`src/rtl/prog_loader_pkg.sv`:
```
// prog_loader_pkg
//   Shared definitions for the byte-stream program loader: FSM state
//   encoding, failure cause codes and the idle-timeout counter width.
package prog_loader_pkg;

  // Width of the idle-timeout counter.
  localparam int unsigned TMO_W = 10;

  typedef enum logic [2:0] {
    ST_IDLE = 3'd0,
    ST_LEN  = 3'd1,
    ST_DATA = 3'd2,
    ST_SUM  = 3'd3,
    ST_RUN  = 3'd4,
    ST_DONE = 3'd5,
    ST_ERR  = 3'd6
  } state_e;

  localparam logic [2:0] ERR_NONE    = 3'd0;
  localparam logic [2:0] ERR_LEN0    = 3'd1;
  localparam logic [2:0] ERR_OVF     = 3'd2;
  localparam logic [2:0] ERR_SUM     = 3'd3;
  localparam logic [2:0] ERR_ABORT   = 3'd4;
  localparam logic [2:0] ERR_TIMEOUT = 3'd5;

  // A session is active while the loader is consuming stream bytes.
  function automatic logic in_session(input state_e s);
    return (s == ST_LEN) || (s == ST_DATA) || (s == ST_SUM);
  endfunction

endpackage

```
`src/rtl/prog_loader_timer.sv`:
```
// loader_timer
//   Idle-timeout counter for a load session. Counts cycles without a
//   stream transfer and flags expiry once the count reaches TIMEOUT.
// Ports:
//   clk     in   system clock
//   rst     in   synchronous reset, active-low
//   clr     in   clear the count (transfer seen or no session active)
//   run_en  in   count this cycle (session active, no transfer)
//   expired out  count has reached TIMEOUT
module loader_timer #(
  parameter int unsigned TIMEOUT = 1023
) (
  input  logic clk,
  input  logic rst,
  input  logic clr,
  input  logic run_en,
  output logic expired
);
  import prog_loader_pkg::*;

  localparam logic [TMO_W-1:0] TERM_CNT = TMO_W'(TIMEOUT);

  logic [TMO_W-1:0] cnt_q;
  logic [TMO_W-1:0] cnt_d;

  // Terminal-count compare on the registered value; the count saturates
  // there so it can never wrap back to zero while the FSM reacts.
  assign expired = (cnt_q == TERM_CNT);

  always_comb begin
    cnt_d = cnt_q;
    if (clr) begin
      cnt_d = '0;
    end else if (run_en && !expired) begin
      cnt_d = cnt_q + 1'b1;
    end
  end

  always_ff @(posedge clk) begin
    if (!rst) begin
      cnt_q <= '0;
    end else begin
      cnt_q <= cnt_d;
    end
  end

endmodule

```
`src/rtl/prog_loader.sv`:
```
// prog_loader
//   Byte-stream program loader. Receives a length byte, that many payload
//   bytes and a checksum byte, writes the payload into the CPU RAM starting
//   at BASE_ADDR, and releases the CPU with a one-cycle run pulse when the
//   checksum matches. The CPU is held in await for the whole session and
//   stays held after a failed session.
//
//   state | meaning
//   ------+------------------------------------------------------------
//   IDLE  | after reset, nothing loaded yet
//   LEN   | waiting for the length byte
//   DATA  | receiving payload bytes, one RAM write per byte
//   SUM   | waiting for the checksum byte
//   RUN   | one cycle: CPU released and started
//   DONE  | last session succeeded, CPU running
//   ERR   | last session failed, CPU held, err_code holds the cause
//
// Ports:
//   clk, rst          clock, synchronous active-low reset
//   start, abort      session control
//   s_valid, s_data   input byte stream; s_ready back-pressure (comb)
//   ram_addr, ram_data_in, ram_wren   registered RAM write port
//   cpu_halt, cpu_run CPU control
//   busy, done, err, err_code         status
module prog_loader #(
  parameter logic [7:0]  BASE_ADDR = 8'h00,
  parameter int unsigned TIMEOUT   = 1023
) (
  input  logic       clk,
  input  logic       rst,
  input  logic       start,
  input  logic       abort,
  input  logic       s_valid,
  input  logic [7:0] s_data,
  output logic       s_ready,
  output logic [7:0] ram_addr,
  output logic [7:0] ram_data_in,
  output logic       ram_wren,
  output logic       cpu_halt,
  output logic       cpu_run,
  output logic       busy,
  output logic       done,
  output logic       err,
  output logic [2:0] err_code
);
  import prog_loader_pkg::*;

  // Largest length that fits between BASE_ADDR and the top of RAM.
  localparam logic [8:0] MAX_LEN = 9'd256 - {1'b0, BASE_ADDR};

  state_e     state_q, state_d;
  logic [2:0] err_code_q, err_code_d;

  logic [7:0] cnt_q, cnt_d;
  logic [7:0] ptr_q, ptr_d;
  logic [7:0] sum_q, sum_d;

  logic       wr_en_q, wr_en_d;
  logic [7:0] wr_addr_q, wr_addr_d;
  logic [7:0] wr_data_q, wr_data_d;

  logic       active;
  logic       xfer;
  logic       tmo_expired;
  logic       accept;

  assign active = in_session(state_q);
  assign xfer   = s_valid && active;
  // A byte only takes effect when neither abort nor timeout win the cycle.
  assign accept = xfer && !abort && !tmo_expired;

  loader_timer #(
    .TIMEOUT (TIMEOUT)
  ) u_timer (
    .clk     (clk),
    .rst     (rst),
    .clr     (!active || xfer),
    .run_en  (active && !xfer),
    .expired (tmo_expired)
  );

  // State register.
  always_ff @(posedge clk) begin
    if (!rst) begin
      state_q    <= ST_IDLE;
      err_code_q <= ERR_NONE;
    end else begin
      state_q    <= state_d;
      err_code_q <= err_code_d;
    end
  end

  // Next-state logic.
  always_comb begin
    state_d    = state_q;
    err_code_d = err_code_q;
    if (active) begin
      if (abort) begin
        state_d    = ST_ERR;
        err_code_d = ERR_ABORT;
      end else if (tmo_expired) begin
        state_d    = ST_ERR;
        err_code_d = ERR_TIMEOUT;
      end else if (xfer) begin
        case (state_q)
          ST_LEN: begin
            if (s_data == 8'd0) begin
              state_d    = ST_ERR;
              err_code_d = ERR_LEN0;
            end else if ({1'b0, s_data} > MAX_LEN) begin
              state_d    = ST_ERR;
              err_code_d = ERR_OVF;
            end else begin
              state_d = ST_DATA;
            end
          end
          ST_DATA: begin
            if (cnt_q == 8'd1) begin
              state_d = ST_SUM;
            end
          end
          ST_SUM: begin
            if (s_data == sum_q) begin
              state_d = ST_RUN;
            end else begin
              state_d    = ST_ERR;
              err_code_d = ERR_SUM;
            end
          end
          default: state_d = state_q;
        endcase
      end
    end else begin
      case (state_q)
        ST_IDLE, ST_DONE, ST_ERR: begin
          if (start) begin
            state_d    = ST_LEN;
            err_code_d = ERR_NONE;
          end
        end
        ST_RUN:  state_d = ST_DONE;
        default: state_d = ST_IDLE;
      endcase
    end
  end

  // Output logic; everything but the write port is decoded from state.
  always_comb begin
    s_ready     = active;
    busy        = active;
    cpu_halt    = active || (state_q == ST_ERR);
    cpu_run     = (state_q == ST_RUN);
    done        = (state_q == ST_RUN) || (state_q == ST_DONE);
    err         = (state_q == ST_ERR);
    err_code    = err_code_q;
    ram_wren    = wr_en_q;
    ram_addr    = wr_addr_q;
    ram_data_in = wr_data_q;
  end

  // Payload datapath and registered RAM write port.
  always_comb begin
    cnt_d     = cnt_q;
    ptr_d     = ptr_q;
    sum_d     = sum_q;
    wr_en_d   = 1'b0;
    wr_addr_d = wr_addr_q;
    wr_data_d = wr_data_q;
    if (accept && (state_q == ST_LEN)) begin
      cnt_d = s_data;
      ptr_d = BASE_ADDR;
      sum_d = 8'd0;
    end
    if (accept && (state_q == ST_DATA)) begin
      wr_en_d   = 1'b1;
      wr_addr_d = ptr_q;
      wr_data_d = s_data;
      sum_d     = sum_q + s_data;
      ptr_d     = ptr_q + 8'd1;
      cnt_d     = cnt_q - 8'd1;
    end
  end

  always_ff @(posedge clk) begin
    if (!rst) begin
      cnt_q     <= 8'd0;
      ptr_q     <= 8'd0;
      sum_q     <= 8'd0;
      wr_en_q   <= 1'b0;
      wr_addr_q <= 8'd0;
      wr_data_q <= 8'd0;
    end else begin
      cnt_q     <= cnt_d;
      ptr_q     <= ptr_d;
      sum_q     <= sum_d;
      wr_en_q   <= wr_en_d;
      wr_addr_q <= wr_addr_d;
      wr_data_q <= wr_data_d;
    end
  end

endmodule

```
`config.mk`:
```
export PLATFORM = sky130hd
export DESIGN_NAME = prog_loader
export DESIGN_NICKNAME = d
export VERILOG_FILES = /design/src/rtl/prog_loader_pkg.sv /design/src/rtl/prog_loader_timer.sv /design/src/rtl/prog_loader.sv
export SDC_FILE = /design/constraint.sdc
export NUM_CORES = 1
export LEC_CHECK = 0
export BUFFER_PORTS_ARGS = -buffer_cell sky130_fd_sc_hd__buf_2
export CORE_MARGIN = 2
export CORE_UTILIZATION = 40
export DETAILED_ROUTE_END_ITERATION = 8
export HOLD_SLACK_MARGIN = 0.02
export PLACE_DENSITY = 0.57
export SKIP_CTS_REPAIR_TIMING = 1
export SLEW_MARGIN = 5
export SYNTH_ARGS = -nofsm -noshare
export SYNTH_HDL_FRONTEND = slang
export SYNTH_SLANG_ARGS = --single-unit
```
`constraint.sdc`:
```
create_clock -name clk -period 4 [get_ports clk]
set_clock_uncertainty 0.2 [all_clocks]
set_input_delay 0.6 -clock clk [delete_from_list [all_inputs] [get_ports clk]]
set_output_delay 0.6 -clock clk [all_outputs]
set_load 0.01 [all_outputs]
```
==> metrics.md, run 1 <==
| Metric | Value |
|---|---|
| DRC errors left | `0` |
| Synth top area share | `37.83%` |
| Final wirelength | `7282 um` |
| Relative slew slack | `45.33%` |
| Top cells by count, synth | `nand2_1 (65), dfxtp_1 (57), a21oi_1 (35)` |
| Vias in the first global route | `2536` |
| P_leak | `1.304 nW` |
| Largest area contributor in the netlist | `dfxtp_1` |
| Largest net degree at the start of global routing | `23` |
| I/O pins | `39` |
| Total grt overflow | `0` |
| DP Wirelength | `5043 um` |
| Clock slew at reported path FFs | `0.07 ns` |
| Area of the multi-input gates | `0.001718 mm2` |
| ANT cells | `0` |
| Top delay family on crit path | `simple AND/OR/NAND/NOR gates` |
| CP required | `3.98 ns` |
| Total GRT Usage | `18.61%` |
| Least-Margin Pin Slew | `0.8137 ns` |
| Post-DRT Antenna Nets | `0` |
| DRT iter0 DRCs | `129` |
| Unrepaired setup endpoints after global routing | `false` |
| CTS HTree Levels | `3` |
| Die H | `90.84 um` |
| Clock Tree Root | `clkbuf_8` |
| First-pass GRT wire length | `12470 um` |
| Register bit count reported by yosys | `57` |
| Initial antenna violation count | `0` |
| Worst path bufs/invs | `0` |
| Port buffer count | `38` |
| Period utilization | `64.40%` |
| Top FF cell, synth | `dfxtp_1` |
| Die area | `0.008252 mm2` |
| Slowest CP cell | `or3_1` |
| Pins Over Slew Limit | `0` |
| Mapped Area | `0.003017 mm2` |
| Vias | `2703` |
| Endpoints failing setup | `0` |
| Most area-consuming cells after synthesis | `dfxtp_1 (38%), nand2_1 (8.1%), a21oi_1 (5.8%)` |
| Clock Sinks | `57` |
| Synth warn | `0` |
| Crit path cell chain | `or3b_1 -> or3_1 -> nand2_1 -> a21oi_1` |
| Worst setup EP type | `flip-flop` |
| Critical Path AT | `2.56 ns` |
| Sequential cell area | `0.001141 mm2` |
| Run status | `complete, no violations` |
| Core Region | `0.007292 mm2` |
| Final WS setup | `1.424 ns` |
| Die Span X | `90.84 um` |
| TritonCTS clock tree | `done` |
| # fillers | `774` |
| Layout cells sized above 1 | `16.79%` |
| Critical path launch point type | `flip-flop` |
| DRT Pass-1 Iters | `4` |
| Max Freq | `0.3882 GHz` |
| Routability cong. | `0.8662` |
| Synth async-reset ratio | `0%` |
| Register area share after synthesis | `37.83%` |
| Max stage delay on crit path | `0.74 ns` |
| Syn Area/Cell | `8.220 um2` |
| Final min period | `2.576 ns` |
| Net Count, Synth | `392` |
| Worst slack, placed | `1.196 ns` |
| Clock Path Buffers | `2` |
| PD cells | `484.4 mW/mm2` |
| Kind of critical path | `reg -> reg` |
| Maxcap violations | `0` |
| Synth unique cells | `55` |
| Final hold vios | `0` |
| Initial Utilization | `41.37%` |
| Post-synth EDFFs | `0` |
| Clk_lat worst skew | `0.34 ns` |
| TNS Setup | `0 ns` |
| Final net count | `425` |
| Vias per cell | `5.363` |
| Row Count | `31` |
| CTS Buf Count | `9` |
| Syn Inst Count | `367` |
| Critical Path Fanout Max | `17` |
| Hold WC Path Type | `reg -> reg` |
| Area Growth Syn to Fin | `13.56%` |
| Leading cell type by number of instances after synthesis | `nand2_1` |
| Max IR drop VDD | `0.2727 mV` |
| Routed WL per cell | `14.45 um` |
| R2R setup slack | `1.42 ns` |
## path summary, 6_finish.rpt
check	from	endpoint	depth (start not counted)
worst max-delay path	state_q[1]$_SDFFE_PN0P_	ram_data_in[3]$_SDFFE_PN0P_	4
worst min-delay path	ram_addr[6]$_SDFFE_PN0P_	ram_addr[6]$_SDFFE_PN0P_	2
worst max register to register	state_q[1]$_SDFFE_PN0P_	ram_data_in[3]$_SDFFE_PN0P_	4
worst min register to register	ram_addr[6]$_SDFFE_PN0P_	ram_addr[6]$_SDFFE_PN0P_	2
## worst min-delay path: cells and delay by family (launching register included)
family | cells | cell delay (ns)
compound gates | 1 | 0.05
flops | 1 | 0.31
simple gates | 1 | 0.05
## power by group
group | switching, mW | leakage (nW) | internal, mW
logic | 0.269 | 0.748 | 0.176
clock network | 0.236 | 0.0953 | 0.302
registers | 0.0667 | 0.461 | 0.609
total | 0.572 | 1.30 | 1.09
## kinds of logic (layout without fill, tap and decap cells)
| group | Yosys count | in the layout | synth area share [%] |
|---|---|---|---|
| simple gates | 152 | 152 | 24.68 |
| buf+inv | 30 | 68 | 5.226 |
| xor+xnor | 16 | 16 | 4.645 |
| compound gates | 96 | 96 | 21.07 |
| fa+ha+maj | 12 | 12 | 5.226 |
| flops | 57 | 57 | 37.83 |
| mux | 4 | 4 | 1.327 |
## area by class of cell
cell class | count | share of cell area [%]
Timing Repair Buffer | 39 | 5.771
Clock buffer | 11 | 4.127
Tap cell | 99 | 3.616
Inverter | 13 | 1.424
Sequential cell | 57 | 33.31
Multi-Input combinational cell | 280 | 50.15
Clock inverter | 5 | 1.607
## cells in the final DEF (no fill, tap or decap), types with 2 or more instances in the layout
| cell type | count |
|---|---|
| and2_1 | 3 |
| clkinvlp_4 | 2 |
| nand2b_1 | 2 |
| mux2i_1 | 4 |
| o2111ai_1 | 2 |
| o31a_1 | 2 |
| a21o_1 | 2 |
| nor4_1 | 13 |
| inv_1 | 12 |
| nor3_1 | 17 |
| o211ai_1 | 6 |
| clkinv_2 | 2 |
| a22oi_1 | 3 |
| dfxtp_1 | 57 |
| nor2b_1 | 2 |
| xor2_1 | 4 |
| ha_1 | 11 |
| and3_1 | 3 |
| nor2_1 | 19 |
| o21ba_2 | 2 |
| o31ai_4 | 2 |
| o21ai_0 | 23 |
| clkbuf_8 | 10 |
| a21oi_1 | 35 |
| nand3_1 | 11 |
| a22o_1 | 3 |
| xnor2_1 | 12 |
| o21ai_1 | 3 |
| or2_2 | 2 |
| or3_1 | 7 |
| nand2_1 | 65 |
| buf_2 | 38 |
## flip-flops by register name (all words and copies together) (netlist names)
name / count
ptr_q: 8
cnt_q: 8
ram_addr: 8
ram_wren: 1
state_q: 3
sum_q: 8
ram_data_in: 8
u_timer.cnt_q: 10
err_code: 3
## layer usage
| layer | GRT usage [%] | vias up | share of wire [%] |
|---|---|---|---|
| li1 | - | 1381 | - |
| met1 | 26.92 | 1255 | 51 |
| met2 | 27.49 | 61 | 43 |
| met3 | 5.008 | 6 | 5.1 |
| met4 | 4.419 | 0 | 0.92 |
| met5 | 0 | - | 0 |
## per-stage QoR
| stage | power, mW | cells | utilization, % | instance area [um2] | hold WS (ns) |
|---|---|---|---|---|---|
| global route | 1.764 | 504 | 46.98 | 3426 | 0.2736 |
| global placement | 1.129 | 488 | 44.29 | 3229 | 0.2391 |
| finish | 1.660 | 504 | 46.98 | 3426 | 0.2539 |
| CTS | 1.674 | 504 | 46.98 | 3426 | 0.2554 |
| detailed placement | 1.130 | 488 | 44.29 | 3229 | 0.2458 |
| floorplan | 1.024 | 367 | - | 3017 | 0.2288 |
Power figures use the tool's default switching activity.
==> run 2: changes to the inputs <==
PLACE_DENSITY = 0.59   (was 0.57)
clock period = 2.1 ns   (was 4 ns; I/O delays follow)
==> run 2 against run 1 <==
  * Flip-flop and latch count unchanged
  * Setup slack worse by 1.4 ns
  * Register-to-register slack worse by 1.4 ns
  * Core utilization up 9.9 points
  * Clock power up 110%
  * Final cell count up 13%
  * Clock-buffer cell count unchanged
  * Non-clock buffer count up 67
  * Critical path type unchanged
  * Critical endpoint is now err_code[0]$_SDFFE_PN0P_
==> metrics.md, run 2 (synthesis results as in run 1) <==
| Metric | Value |
|---|---|
| Run status | `complete, no violations` |
| Initial Utilization | `41.37%` |
| Routability cong. | `0.8413` |
| Sw frac | `33.00%` |
| Internal power | `2.383 mW` |
| Area Growth Syn to Fin | `37.49%` |
| Relative slew slack | `68.72%` |
| Routed WL per cell | `14.01 um` |
| CP required | `2.17 ns` |
| Largest net degree at the start of global routing | `17` |
| Clock Sinks | `57` |
| I/O pins | `39` |
| Clk_lat worst skew | `0.34 ns` |
| Pins Over Slew Limit | `0` |
| Non-filler cells, final | `571` |
| Final wirelength | `7999 um` |
| Total GRT Usage | `19.63%` |
| Max Freq | `0.4877 GHz` |
| # fillers | `703` |
| Kind of critical path | `reg -> reg` |
| Vias in the first global route | `2778` |
| Sequential share of power | `34.3%` |
| Period utilization | `97.65%` |
| Unrepaired setup endpoints after global routing | `true` |
| Endpoints failing setup | `0` |
| PD cells | `857.7 mW/mm2` |
| Die H | `90.84 um` |
| Vias | `2969` |
| Core Region | `0.007292 mm2` |
| DRC errors left | `0` |
| Row Count | `31` |
| ANT cells | `0` |
| Critical Path Fanout Max | `5` |
| Die Span X | `90.84 um` |
| Placed Cells | `548` |
| Clock Power Share | `31.5%` |
| DRT iter0 DRCs | `99` |
| Clock Path Buffers | `2` |
| R2r endpoint | `err_code[0]$_SDFFE_PN0P_` |
| Post-DRT Antenna Nets | `0` |
| Hold WC Path Type | `in -> reg` |
| Final hold vios | `0` |
| Vias per cell | `5.200` |
| Hold WS | `0.1655 ns` |
| CTS HTree Levels | `3` |
| Critical path launch point type | `flip-flop` |
| Maxcap violations | `0` |
| DRT Pass-1 Iters | `5` |
| Critical Path AT | `2.12 ns` |
| Psw | `1.174 mW` |
| Layout cells sized above 1 | `32.63%` |
| Final min period | `2.051 ns` |
| Worst hold stages | `3` |
| Most common cell after layout, fill and taps aside | `nand2_1` |
| Clock slew at reported path FFs | `0.07 ns` |
| Most frequent cells in the layout | `nand2_1 (65), buf_4 (63), dfxtp_1 (52)` |
| Comb pwr share | `34.2%` |
| P_leak | `1.659 nW` |
| Tot Pwr | `3.557 mW` |
| Initial antenna violation count | `0` |
| Die area | `0.008252 mm2` |
| Hold Crit Start | `s_data[7]` |
| Clock Tree Root | `clkbuf_8` |
| Max IR drop VDD | `0.6027 mV` |
| DP Wirelength | `5613 um` |
| Worst R2R Path Depth | `6` |
| Largest register FFs | `10` |
| First-pass GRT wire length | `13140 um` |
| Origin of the critical flop-to-flop path | `sum_q[4]$_SDFFE_PN0P_` |
| R2R setup slack | `0.05 ns` |
| CTS Buf Count | `9` |
| Top reg by flops | `u_timer.cnt_q` |
| Total grt overflow | `0` |
| Least-Margin Pin Slew | `0.4649 ns` |
| Final net count | `492` |
| Port buffer count | `38` |
| Setup crit start | `sum_q[4]$_SDFFE_PN0P_` |
| Worst setup EP type | `flip-flop` |
| Hold Path End | `cnt_q[7]$_SDFFE_PN0P_` |
| TritonCTS clock tree | `done` |
## run 2: changes by cell type in the layout (fill, tap and decap cells not counted), moves of 5 or more
cell | before | now
dfxtp_2 | 0 | 5
dfxtp_1 | 57 | 52
ha_1 | 11 | 4
ha_4 | 0 | 7
buf_4 | 1 | 63
## run 2: how the worst max path moves through the flow
stage,endpoint,slack (ns),cells after the start
final,err_code[0]$_SDFFE_PN0P_,0.05,6
after global placement,err_code[0]$_SDFFE_PN0P_,-0.14,7
after CTS,ram_addr[1]$_SDFFE_PN0P_,-0.17,7
after floorplan,cnt_q[7]$_SDFFE_PN0P_,0.03,7
after global routing,cnt_q[6]$_SDFFE_PN0P_,-0.04,7
after detailed placement,err_code[0]$_SDFFE_PN0P_,-0.20,7
## run 2: cell type report
type	instances	area, um2	share of cell area, %
clock inverter	5	80.08	1.931
timing repair buffer	106	740.7	17.86
clock buffer	11	131.4	3.167
inverter	13	53.80	1.297
sequential	57	1147	27.66
multi-input combinational	280	1871	45.10
tap	99	123.9	2.986
## run 2: metal layers
layer	track usage (%)	vias up	share of wire [%]
met4	5.303	0	1.3
met3	5.008	8	4.5
met5	0	-	0
li1	-	1517	-
met1	26.12	1372	46
met2	31.65	72	48
## run 2: critical path: stages, from the launching register on
cell and delay (ns):
dfxtp_2 0.34, ha_4 0.24, nor4_4 0.29, nand4_1 0.24, a221oi_2 0.32, buf_4 0.16
mux2i_1 0.17
## run 2: per-stage QoR
| stage | TNS (ns) | util, % | worst slack [ns] | instance area [um2] |
|---|---|---|---|---|
| 6_report | 0 | 56.88 | 0.04944 | 4148 |
| 5_1_grt | -0.1306 | 56.88 | -0.04294 | 4148 |
| 2_1_floorplan | 0 | - | 0.02871 | 3017 |
| 4_1_cts | -1.727 | 53.53 | -0.1706 | 3904 |
| 3_3_place_gp | -0.7879 | 50.63 | -0.1400 | 3692 |
| 3_5_place_dp | -1.996 | 50.63 | -0.2033 | 3692 |
## run 2: power groups by stage
stage	clock network, mW	registers, mW	logic, mW
after floorplan	0	1.24	0.710
after global placement	0	1.23	1.12
after detailed placement	0	1.23	1.12
after CTS	1.14	1.21	1.13
after global routing	1.19	1.23	1.35
final	1.12	1.22	1.22
